--- src/rtl/sync_separator.sv ---
// Composite-sync separator: classifies low pulses on sync into line/frame strobes and tracks line timing lock.
// Define SYNCSEP_DEGLITCH_EN to insert a 3-tap majority filter ahead of the FSM (adds 2 clk to hs/vs latency).
module sync_separator #(
    parameter int HS_MIN     = 40,
    parameter int VS_MIN     = 540,
    parameter int LINE_NOM   = 1728,
    parameter int LINE_TOL   = 32,
    parameter int LOCK_LINES = 8,
    parameter int PAL_THRESH = 288
) (
    input  logic        clk,
    input  logic        nrst,
    input  logic        sync,
    output logic        hs,
    output logic        vs,
    output logic [8:0]  line,
    output logic [8:0]  lines,
    output logic [10:0] period,
    output logic        locked,
    output logic        pal
);
    // state  | meaning
    // S_HIGH | sync idle high, waiting for a falling edge
    // S_LOW  | inside a low pulse, width still below frame-sync length
    // S_VLOW | frame-sync pulse already reported, waiting for sync to return high
    typedef enum logic [1:0] {S_HIGH, S_LOW, S_VLOW} state_t;

    localparam int WW = $clog2(VS_MIN + 1);
    localparam int GW = $clog2(LOCK_LINES + 1);
    localparam logic [WW-1:0] W_HS  = WW'(HS_MIN);
    localparam logic [WW-1:0] W_VS  = WW'(VS_MIN - 1);
    localparam logic [WW-1:0] W_ONE = WW'(1);
    localparam logic [GW-1:0] G_MAX = GW'(LOCK_LINES);
    localparam logic [GW-1:0] G_ONE = GW'(1);

    state_t        state;
    logic [WW-1:0] wcnt;
    logic [10:0]   pcnt;
    logic [GW-1:0] good;
    logic [GW-1:0] good_n;
    logic          skip;
    logic          sf;
    logic          hs_det;
    logic          vs_det;
    logic          in_tol;
    logic          timeout;
    logic [11:0]   p1;

`ifdef SYNCSEP_DEGLITCH_EN
    logic d1, d2;
    always_ff @(posedge clk) begin
        if (!nrst) begin
            d1 <= 1'b1;
            d2 <= 1'b1;
            sf <= 1'b1;
        end else begin
            d1 <= sync;
            d2 <= d1;
            sf <= (sync & d1) | (sync & d2) | (d1 & d2);
        end
    end
`else
    assign sf = sync;
`endif

    always_comb begin
        hs_det  = (state == S_LOW) && sf && (wcnt >= W_HS);
        vs_det  = (state == S_LOW) && !sf && (wcnt == W_VS);
        p1      = {1'b0, pcnt} + 12'd1;
        in_tol  = (p1 >= 12'(LINE_NOM - LINE_TOL)) && (p1 <= 12'(LINE_NOM + LINE_TOL));
        good_n  = (good == G_MAX) ? good : good + G_ONE;
        // fires on the cycle pcnt climbs onto 2047, independent of any clear in that cycle
        timeout = (pcnt == 11'd2046);
    end

    always_ff @(posedge clk) begin
        if (!nrst) begin
            state  <= S_HIGH;
            wcnt   <= '0;
            pcnt   <= '0;
            skip   <= 1'b1;
            good   <= '0;
            hs     <= 1'b0;
            vs     <= 1'b0;
            line   <= '0;
            lines  <= '0;
            period <= '0;
            locked <= 1'b0;
            pal    <= 1'b0;
        end else begin
            hs <= hs_det;
            vs <= vs_det;
            unique case (state)
                S_HIGH: if (!sf) begin
                    state <= S_LOW;
                    wcnt  <= W_ONE;
                end
                S_LOW: begin
                    if (sf)
                        state <= S_HIGH;
                    else if (wcnt == W_VS)
                        state <= S_VLOW;
                    else
                        wcnt <= wcnt + W_ONE;
                end
                S_VLOW: if (sf) state <= S_HIGH;
                default: state <= S_HIGH;
            endcase

            if (hs_det || vs_det)
                pcnt <= '0;
            else if (pcnt != 11'd2047)
                pcnt <= pcnt + 11'd1;

            if (hs_det) begin
                if (line != 9'd511) line <= line + 9'd1;
                if (skip) begin
                    skip <= 1'b0;
                end else begin
                    period <= p1[11] ? 11'd2047 : p1[10:0];
                    if (in_tol) begin
                        good <= good_n;
                        if (good_n == G_MAX) locked <= 1'b1;
                    end else begin
                        good   <= '0;
                        locked <= 1'b0;
                    end
                end
            end

            // the period straddling frame sync is never judged
            if (vs_det) begin
                lines <= line;
                pal   <= (line > 9'(PAL_THRESH));
                line  <= '0;
                skip  <= 1'b1;
            end

            if (timeout) begin
                period <= 11'd2047;
                locked <= 1'b0;
                good   <= '0;
                skip   <= 1'b1;
            end
        end
    end
endmodule

--- config.mk ---
export PLATFORM = sky130hd
export DESIGN_NAME = sync_separator
export DESIGN_NICKNAME = d
export VERILOG_FILES = /design/src/rtl/sync_separator.sv
export SDC_FILE = /design/constraint.sdc
export NUM_CORES = 1
export LEC_CHECK = 0
export CAP_MARGIN = 20
export CORE_MARGIN = 4
export CORE_UTILIZATION = 40
export CTS_CLUSTER_DIAMETER = 50
export DETAILED_ROUTE_END_ITERATION = 10
export GPL_TIMING_DRIVEN = 1
export HOLD_SLACK_MARGIN = 0.02
export PLACE_DENSITY = 0.66
export RECOVER_POWER = 100
export SETUP_SLACK_MARGIN = 0.3
export SLEW_MARGIN = 15
export SYNTH_ARGS = -nofsm -noshare
export SYNTH_HDL_FRONTEND = slang
export SYNTH_SLANG_ARGS = --single-unit
--- constraint.sdc ---
create_clock -name clk -period 2.1 [get_ports clk]
set_clock_uncertainty 0.1 [all_clocks]
set_input_delay 0.21 -clock clk [delete_from_list [all_inputs] [get_ports clk]]
set_output_delay 0.21 -clock clk [all_outputs]
set_load 0.03 [all_outputs]
==> results.cfg <==
[worst_setup_path]
critPathRequiredTime_ps = 2210
crit_path_start_kind = register
end_kind = register
setup.worst_path.class = register to register
critPathArrivalTime_ps = 2040
cp_max_fo = 8

[timing]
layout_min_cycle_time_ps = 1930
rsz0062_at_grt = yes
fin_crit_sh_pct = 91.9
whs_ps = 344
slew_violations = 0
fin_setup_tns_ps = 0
worst_pin_slew_ps = 396
layout_setup_ws_ps = 170
setup-violations-final = 0
hold_violations = 0
fmax_mhz = 518
max_slew_margin_pct = 73.4

[power_and_ir_drop]
powerDensity_nw_per_um2 = 605
irDropWorstVdd_mv = 0.540
leakagePower_nw = 1.47

[drt]
drtPass1Iterations = 6
dr_wl_met2_mm = 3.51
ant_nets = 0
wl_met3_um = 216
wl_mm = 7.21
highest_layer = met4
routed-via-count = 2601
detail_route.vias_per_cell = 5.14
drt_iter0_drc = 76
wl_per_cell_um = 14.3
drc = 0
m1WireLength_mm = 3.37

[placed_design]
place.gp.congestion = 0.824
dp_hpwl_mm = 4.85
dp.cells = 469
detailedPlace.worstSlack_ps = 38.0
portBuffers = 35

[die]
row_count = 30
core_area_um2 = 6910
ioPinCount = 36
start_util_pct = 41.6
die_area_um2 = 8610
die_w_um = 92.8
die_h_um = 92.8

[synthesis]
yosys.area.top_type_share_pct = 42.5
synth-async-reset-ratio_pct = 0
avgSynthCellArea_um2 = 8.58
netlist_area_um2 = 2880
yosysTopAreaCell = dfxtp_1
synth_edf_count = 0
synth_area_leaders = dfxtp_1 42%, a21oi_1 5.6%, nand2_1 5.4%
yosysWarnings = 0
ys_ff_latch = 61
syn_inst = 335
synth_flop_cell = dfxtp_1
synth_seq_area_share_pct = 42.5
netlist-cell-type-count = 47
synth_nets = 347

[global_routing]
grt_pass1_vias = 2435
overflow = 0
grt_max_degree = 17
antenna_found_initial = 0
grt_pass1_wl_mm = 11.6
grt_use_total_pct = 16.9

[status]
status = completed

[final_layout]
nets = 417
antennaDiodeCount = 0
area_delta_synth_final_pct = 36.3
layout.cells.non_filler = 506
final_util_pct = 56.7
layout-drive-gt1-share_pct = 24.9

[cts]
cts_root_buf = clkbuf_8
cts_tree = done
ctsLongestPathBuffers = 2
cts_sinks = 61
numCtsBuffers = 9
clock_latency_ps = 340
clkSlewWorstSetupHoldPaths_ps = 70
htreeDepth = 3
cts_hold_buffers = 0

[worst_hold_path]
hp-class = register to register

[job]
cap_violations = 0
-- kinds of logic after synthesis --
logic type / synth area share (%)
DFF: 42.5
muxes: 1.44
buffers and inverters: 5.09
adders and majority gates: 3.92
AOI/OAI and AO/OA: 15.5
and+or+nand+nor: 23.6
xor gates and xnor gates: 7.92
-- through the flow --
step                instance area [um^2]  total power [mW]
finish                              3920              2.37
global placement                    3460              1.28
floorplan                           2920              1.25
CTS                                 3770              2.39
detailed placement                  3460              1.28
global route                        3920              2.45
-- critical path: stages (launching register included) --
cell,delay [ps]
dfxtp_1,310
or3_1,420
clkbuf_1,160
nor3_2,150
nand2_1,140
nand3_1,210
clkbuf_2,250
a21oi_1,60
-- final cells by class --
type,instances,area (um^2)
Tap cell,96,120
Clock buffer,13,169
Inverter,10,37.5
Timing Repair Buffer,79,658
Fill cell,634,2990
Clock inverter,3,42.5
Multi-Input combinational cell,244,1640
Sequential cell,61,1250
-- layout by cell type, fill, tap and decap left out, types with 3 or more instances in the layout --
cell type and count:
buf_4 29, dlygate4sd2_1 6, dfxtp_1 48, and3_1 3, nand2_1 38, a21oi_1 29, clkbuf_8 12, a211oi_2 4
nor2_1 37, nor2_2 3, nand4b_1 3, or3_1 4, ha_1 4, dlygate4sd3_1 26, nor3_1 6, clkbuf_1 8
xnor2_1 13, mux2i_1 3, a211oi_1 4, xor2_1 11, nand4_1 11, ha_4 3, dfxtp_2 9, nand3_1 8
o21ai_0 11, a211o_1 3, nor3_2 3, buf_6 5, o211ai_1 3, dfxtp_4 4, a21oi_2 3, inv_1 10
-- what timing repair did --
action | 4_1_cts | 5_1_grt
setup endpoints to repair | 41 | 51
gates resized for setup | 18 | 43
buffers inserted | 8 | 12
cloned | 0 | 1
pin swaps | 6 | 19
-- routing by layer --
| layer | vias up | track usage, % |
|---|---|---|
| li1 | 1306 | - |
| met1 | 1241 | 21.5 |
| met2 | 43 | 26.8 |
| met3 | 11 | 3.66 |
| met4 | 0 | 8.42 |
| met5 | - | 0 |
-- path summary, 6_finish.rpt --
path,slack [ps],to,cells after the start,startpoint
setup / recovery,170,pcnt[9],7,wcnt[7]
hold / removal,340,lines[5],2,lines[5]
setup reg to reg,170,pcnt[9],7,wcnt[7]
hold reg to reg,340,lines[5],2,lines[5]
-- power breakdown --
part | internal (mW) | total [mW] | switching, mW
sequential | 1.16 | 1.17 | 0.0125
combinational | 0.0373 | 0.0910 | 0.0538
clock | 0.644 | 1.10 | 0.460
-- state kept, by name, indices dropped and copies added (netlist names), 2 cells and up --
| register | count |
|---|---|
| good | 4 |
| line | 9 |
| lines | 9 |
| pcnt | 11 |
| period | 11 |
| state | 2 |
| wcnt | 10 |
-- Yosys cell counts (all sizes together) (2+ instances only) --
cell    instances
inv            10
xnor2          15
a211o           3
o21a            2
a21oi          32
xor2           11
ha              9
a31oi           2
dfxtp          61
or2             2
mux2i           3
nor2           42
nor3            9
o211ai          3
nand4b          3
nand4          12
clkbuf          8
a211oi          8
o31ai           2
buf            12
or3             6
nor4            2
and2            2
nand3           9
nand2          42
and3            3
o21ai          12
Power figures use the tool's default switching activity.
